File: src/rtl/midi_pkg.sv
// midi_pkg: MIDI status constants, FSM state types and message sizing helpers
package midi_pkg;

    localparam logic [3:0] NOTE_OFF         = 4'h8;
    localparam logic [3:0] NOTE_ON          = 4'h9;
    localparam logic [3:0] POLY_PRESSURE    = 4'hA;
    localparam logic [3:0] CONTROL_CHANGE   = 4'hB;
    localparam logic [3:0] PROGRAM_CHANGE   = 4'hC;
    localparam logic [3:0] CHANNEL_PRESSURE = 4'hD;
    localparam logic [3:0] PITCH_BEND       = 4'hE;
    localparam logic [3:0] SYSTEM           = 4'hF;

    typedef enum logic {IDLE, SEND} msg_state_e;
    typedef enum logic [1:0] {S_IDLE, S_START, S_DATA, S_STOP} uart_state_e;

    // total bytes in a message, status byte included
    function automatic logic [1:0] msg_len(input logic [7:0] status);
        case (status[7:4])
            NOTE_OFF, NOTE_ON, POLY_PRESSURE, CONTROL_CHANGE, PITCH_BEND: return 2'd3;
            PROGRAM_CHANGE, CHANNEL_PRESSURE: return 2'd2;
            SYSTEM: return status == 8'hF2 ? 2'd3 :
                           (status == 8'hF1 || status == 8'hF3) ? 2'd2 : 2'd1;
            default: return 2'd1;
        endcase
    endfunction

    // 0x80..0xEF: the only statuses eligible for running status
    function automatic logic is_channel_voice(input logic [7:0] status);
        return status[7] && status[7:4] != SYSTEM;
    endfunction

endpackage

File: src/rtl/midi_uart_tx.sv
// midi_uart_tx: 8N1 serialiser that takes its next byte in the last stop-bit cycle
module midi_uart_tx
    import midi_pkg::*;
#(
    parameter int BAUD_DIV = 3200
) (
    input  logic       clk,
    input  logic       rst,
    input  logic       byte_valid,
    output logic       byte_ready,
    input  logic [7:0] byte_data,
    output logic       frame_end,
    output logic       tx
);

    localparam int BW = $clog2(BAUD_DIV);
    localparam logic [BW-1:0] LAST = BW'(BAUD_DIV - 1);

    uart_state_e state_q, state_d;
    logic [BW-1:0] baud_q, baud_d;
    logic [2:0] bit_q, bit_d;
    logic [7:0] shift_q, shift_d;
    logic tx_q, tx_d;
    logic tick, take;

    assign tick       = baud_q == LAST;
    assign frame_end  = state_q == S_STOP && tick;
    assign byte_ready = state_q == S_IDLE || frame_end;
    assign take       = byte_valid && byte_ready;
    assign tx         = tx_q;

    // advance one bit per baud period; a handshake always restarts at a start bit
    always_comb begin
        state_d = state_q;
        baud_d  = (state_q == S_IDLE || tick) ? '0 : baud_q + 1'b1;
        bit_d   = bit_q;
        shift_d = shift_q;
        tx_d    = tx_q;
        if (take) begin
            state_d = S_START;
            baud_d  = '0;
            shift_d = byte_data;
            tx_d    = 1'b0;
        end else if (tick) begin
            case (state_q)
                S_START: begin
                    state_d = S_DATA;
                    bit_d   = '0;
                    tx_d    = shift_q[0];
                end
                S_DATA: begin
                    state_d = bit_q == 3'd7 ? S_STOP : S_DATA;
                    bit_d   = bit_q + 3'd1;
                    shift_d = shift_q >> 1;
                    tx_d    = bit_q == 3'd7 ? 1'b1 : shift_q[1];
                end
                S_STOP:  state_d = S_IDLE;
                default: state_d = S_IDLE;
            endcase
        end
    end

    // line idles high and snaps high on reset
    always_ff @(posedge clk or negedge rst) begin
        if (!rst) begin
            state_q <= S_IDLE;
            baud_q  <= '0;
            bit_q   <= '0;
            shift_q <= '0;
            tx_q    <= 1'b1;
        end else begin
            state_q <= state_d;
            baud_q  <= baud_d;
            bit_q   <= bit_d;
            shift_q <= shift_d;
            tx_q    <= tx_d;
        end
    end

endmodule

File: src/rtl/midi_msg_tx.sv
// midi_msg_tx: sizes a MIDI message, applies running status and feeds the serialiser
module midi_msg_tx
    import midi_pkg::*;
#(
    parameter int BAUD_DIV       = 3200,
    parameter bit RUNNING_STATUS = 1'b1
) (
    input  logic       clk,
    input  logic       rst,
    input  logic       msg_valid,
    output logic       msg_ready,
    input  logic [7:0] msg_status,
    input  logic [6:0] msg_data1,
    input  logic [6:0] msg_data2,
    output logic       busy,
    output logic       led,
    output logic       midi_tx,
    output logic       err_status
);

    msg_state_e state_q, state_d;
    logic [7:0] last_q, last_d, b1_q, b1_d, b2_q, b2_d;
    logic [1:0] rem_q, rem_d;
    logic err_q, err_d;
    logic accept, good, skip, u_valid, u_ready, u_end;
    logic [1:0] n_send;
    logic [7:0] d1, d2, first, u_byte;

    assign msg_ready  = state_q == IDLE;
    assign busy       = state_q == SEND;
    assign led        = busy;
    assign err_status = err_q;
    assign accept     = msg_valid && msg_ready;
    assign good       = msg_status[7];
    assign d1         = {1'b0, msg_data1};
    assign d2         = {1'b0, msg_data2};
    assign skip       = RUNNING_STATUS && is_channel_voice(msg_status) && msg_status == last_q;
    assign n_send     = msg_len(msg_status) - {1'b0, skip};
    assign first      = skip ? d1 : msg_status;
    // the first byte goes straight from the inputs so the start bit follows the accept edge
    assign u_valid    = msg_ready ? accept && good : rem_q != 2'd0;
    assign u_byte     = msg_ready ? first : b1_q;

    midi_uart_tx #(.BAUD_DIV(BAUD_DIV)) u_uart (
        .clk       (clk),
        .rst       (rst),
        .byte_valid(u_valid),
        .byte_ready(u_ready),
        .byte_data (u_byte),
        .frame_end (u_end),
        .tx        (midi_tx)
    );

    // accept/reject messages, queue the remaining bytes and track running status
    always_comb begin
        state_d = state_q;
        last_d  = last_q;
        b1_d    = b1_q;
        b2_d    = b2_q;
        rem_d   = rem_q;
        err_d   = 1'b0;
        if (accept) begin
            err_d = !good;
            if (good) begin
                state_d = SEND;
                b1_d    = skip ? d2 : d1;
                b2_d    = d2;
                rem_d   = n_send - 2'd1;
                last_d  = is_channel_voice(msg_status) ? msg_status :
                          msg_status[3] ? last_q : 8'h00;
            end
        end else if (state_q == SEND) begin
            if (u_valid && u_ready) begin
                b1_d  = b2_q;
                rem_d = rem_q - 2'd1;
            end else if (u_end) begin
                state_d = IDLE;
            end
        end
    end

    // reset discards any partial message and forgets running status
    always_ff @(posedge clk or negedge rst) begin
        if (!rst) begin
            state_q <= IDLE;
            last_q  <= 8'h00;
            b1_q    <= 8'h00;
            b2_q    <= 8'h00;
            rem_q   <= 2'd0;
            err_q   <= 1'b0;
        end else begin
            state_q <= state_d;
            last_q  <= last_d;
            b1_q    <= b1_d;
            b2_q    <= b2_d;
            rem_q   <= rem_d;
            err_q   <= err_d;
        end
    end

endmodule

File: config.mk
export PLATFORM = sky130hd
export DESIGN_NAME = midi_msg_tx
export DESIGN_NICKNAME = d
export VERILOG_FILES = /design/src/rtl/midi_pkg.sv /design/src/rtl/midi_uart_tx.sv /design/src/rtl/midi_msg_tx.sv
export SDC_FILE = /design/constraint.sdc
export NUM_CORES = 1
export LEC_CHECK = 0
export ABC_AREA = 1
export CAP_MARGIN = 10
export CORE_UTILIZATION = 52
export CTS_CLUSTER_SIZE = 30
export DETAILED_ROUTE_END_ITERATION = 10
export PLACE_DENSITY = 0.78
export RECOVER_POWER = 100
export SLEW_MARGIN = 20
export SYNTH_ARGS = -nofsm -noshare
export SYNTH_HDL_FRONTEND = slang
export SYNTH_SLANG_ARGS = --single-unit
File: constraint.sdc
create_clock -name clk -period 1.8 [get_ports clk]
set_input_delay 0.45 -clock clk [delete_from_list [all_inputs] [get_ports clk]]
set_output_delay 0.45 -clock clk [all_outputs]
set_load 0.01 [all_outputs]
==> metrics <==
result of the run=complete, but fails checks; violated checks=negative setup slack; Ports=30; register share of total power=45.6%; combinational power share=33.6%; grt total ovfl=0; routability congestion estimate from global placement=0.906; number of max-cap violations=0; final hold viol count=0; r2r setup slk=-20 ps; CTS buffer count=5; detail-routed net length per standard cell=13.2 µm; post-route clock skew=10.6 ps; arithmetic-cell share of the synthesized area counting full adders, half adders and majority gates=3.23%; startpoint of the lowest-slack register-to-register path=u_uart.baud_q[1]; count of TritonRoute iterations in the first routing pass=5; layout cells sized above 1=21.9%; hold buffer count at CTS=0; worst setup slack after layout=-18.0 ps; fill cell instance count of the final layout=472; endpoint of the worst-slack reg-to-reg timing path=b1_q[6]; CTS max path bufs=2; Post-Synthesis Cells=421; initial antenna violation count=0; root cell of the clock tree=clkbuf_8; static power due to leakage=0.00205 µW; Period Utilization, post-route=101%; number of cells on the critical path=12; f_max=0.550 GHz; worst path bufs/invs=1; Port-buffer cells=29; proportion of power drawn by the clock network=20.8%; wire length of the first global-routing pass=12,800 µm; remaining max-slew budget at the tightest pin=13.7%; register clock-pin slew on the reported worst setup and hold paths=90 ps; Synth-to-Final Area Change=28.0%; count of flip-flops with a built-in enable after synthesis=0; average instance area after synthesis=7.35 µm²; number of global-route vias before repair=2,809; vertical die dimension=79.1 µm; unrepaired setup endpoints after global routing=yes; Iter 0 DRT Violations=242; library cell occupying the most area in the post-synthesis netlist=dfrtp_1; crit path capture=b1_q[6]; vias after detailed routing=2,941; count of final setup violators=6; most instantiated cells after synthesis=126 x nand2_1, 51 x dfrtp_1, 47 x inv_1, 47 x nor2_1, 33 x nand3_1; CTS tree=built; clock sink count=52; met1 usage in global routing=35.2%; crit path launch=u_uart.baud_q[1]; peak per-stage delay on the critical path=410 ps; synthesized-area fraction occupied by ao, oa, aoi and oai cells=11.2%; detailed-route DRC error count=0; global-route total usage across every layer=26.5%; cell types with the largest area share after synthesis=dfrtp_1 41%, nand2_1 15%, inv_1 5.7%, nor2_1 5.7%, nand3_1 5.3%; Net Switching=1220 µW; dominant delay contributor by cell family on the critical path=simple AND/OR/NAND/NOR gates; class of the worst hold path=flip-flop to flip-flop; overall die area=6260 µm²; CP max FO=6; top-area cell type share of the netlist area=41.2%; number of distinct standard cells referenced by the synthesized netlist=36; post-synthesis net count=454; flip-flop and latch count after synthesis=52; most instantiated library cell after synthesis=nand2_1; met3 track demand over resource in global routing=4.37%; Post-Route WL=7480 µm; dominant combinational cell family by area after synthesis=simple AND/OR/NAND/NOR gates; number of inserted diodes=0; share of async-settable or async-resettable flops after synthesis=100%; Cell Area, Synth=3090 µm²; clock latency at the later pin of the worst-skew pair=310 ps; layout net count=526; Detail Route Antenna Nets=0; Sequential Area=1300 µm²; number of rows created at floorplan=27; Via-to-Cell Ratio=5.20; maximum VDD drop=592 µV; critical path, cell by cell=ha_4 -> nand3_4 -> nor2_4 -> nand2_4 -> nor2_4 -> nand2_2 -> nand2_2 -> nand2_4 -> o21ai_4 -> buf_6 -> nand2_2 -> nand2_1; initial cell density of the core=55.2%; synthesized-area fraction occupied by xor and xnor cells=0.566%; Worst-Margin Slew=1290 ps; largest net degree at the start of global routing=53; commonest register cell after synthesis=dfrtp_1; logic depth of the worst register-to-register path=12; layer with the highest usage after global routing=met2; Pwr Density=864 nW/µm²; element type at the critical path start=flip-flop; Cell Int Power=2210 µW; data required time at the worst endpoint=2050 ps; met2 Track Usage GR=44.1%; worst hold margin=481 ps; share of synthesized area occupied by flip-flops and latches=42.1%; crit path time final=1820 ps; endpoint kind of the worst setup timing path=flip-flop; most used cell, CP=nand2_2; DP HPWL=5490 µm; slowest stage cell, crit path=dfrtp_1; category of the critical setup timing path=flip-flop to flip-flop; post-synthesis share of cell area spent on and, or, nand and nor gates=34.0%; yosys synthesis warning count=0; Die Span X=79.1 µm; switching power share of the total=35.5%; mux share of post-synthesis cell area=0.323%; minimum setup slack after placement=-512 ps; area taken by multi-input logic gates=1650 µm²; arrival time at the worst endpoint=2070 ps; total number of H-tree levels=2; number of max-slew violations in the final report=0; Core Box Area=5610 µm²
what timing repair did:
item                                    in CTS  in global routing
pin swaps                                    6                 13
endpoints found under the setup margin      22                 22
buffers inserted                             5                  4
gates resized for setup                     22                 33
kinds of logic after synthesis:
group | Yosys count
AOI/OAI and AO/OA | 62
xor gates and xnor gates | 2
adders and majority gates | 8
buffers and inverters | 60
DFF | 52
muxes | 1
and+or+nand+nor | 236
worst min-delay path by stage:
stage / startpoint / endpoint / slack [ps] / depth (start not counted)
2_1_floorplan: rst / b1_q[0] / 150 / 0
3_3_place_gp: u_uart.baud_q[0] / u_uart.baud_q[0] / 450 / 1
3_5_place_dp: rst / u_uart.baud_q[2] / 460 / 2
4_1_cts: rst / u_uart.baud_q[6] / 130 / 2
5_1_grt: b2_q[3] / b2_q[3] / 510 / 2
6_report: b1_q[4] / b1_q[4] / 480 / 2
metal layers:
metal  part of all wire, %  vias to the layer above  wire, µm
li1                      -                     1491         -
met1                    47                     1371      3500
met2                    47                       71      3520
met3                   4.7                        8       352
met4                   1.5                        0       111
met5                     0                        -         0
area by class of cell:
type | instances | area share (%)
clock inverter | 1 | 0.190
multi-input combinational | 309 | 41.6
timing repair buffer | 73 | 15.7
inverter | 52 | 5.15
clock buffer | 7 | 2.18
tap | 72 | 2.27
sequential | 52 | 32.9
worst reg2reg max path, delay by kind of cell (launching register included):
kind | cells | cell delay (ps)
flops | 1 | 410
buf+inv | 1 | 170
fa+ha+maj | 1 | 170
compound gates | 1 | 230
simple gates | 9 | 770
power by group through the flow:
stage	clock, µW	combinational, µW	sequential, µW
global placement	0	1050	1570
global route	767	1300	1590
finish	712	1150	1560
CTS	733	1100	1560
floorplan	0	703	1540
detailed placement	0	1070	1570
flip-flops by register name, indices dropped and copies added (netlist names):
register        cells
u_uart.tx           1
b1_q                7
u_uart.bit_q        3
u_uart.state_q      2
busy                1
rem_q               2
u_uart.baud_q      12
b2_q                7
err_status          1
last_q              8
u_uart.shift_q      8
cell usage in the layout, fill, tap and decap left out, types with 7 or more instances in the layout:
cell type / instances
buf_4: 38
dfrtp_1: 51
o21ai_0: 23
a21oi_1: 12
nor2_2: 11
o21ai_1: 9
nand2_2: 13
nand2_1: 114
inv_1: 46
nor2_1: 38
clkdlybuf4s50_1: 16
ha_1: 7
nand3_1: 32
dlygate4sd2_1: 11
o22ai_1: 8
through the flow:
stage / util [%] / area, µm² / TNS [ps] / power [µW] / instances
2_1_floorplan: - / 3090 / 0 / 2240 / 421
3_3_place_gp: 65.9 / 3700 / -9920 / 2610 / 549
3_5_place_dp: 65.9 / 3700 / -11130 / 2640 / 549
4_1_cts: 68.7 / 3850 / 0 / 3390 / 562
5_1_grt: 70.6 / 3960 / -2060 / 3660 / 566
6_report: 70.6 / 3960 / -37.1 / 3420 / 566
(Power assumes the default switching activity.)
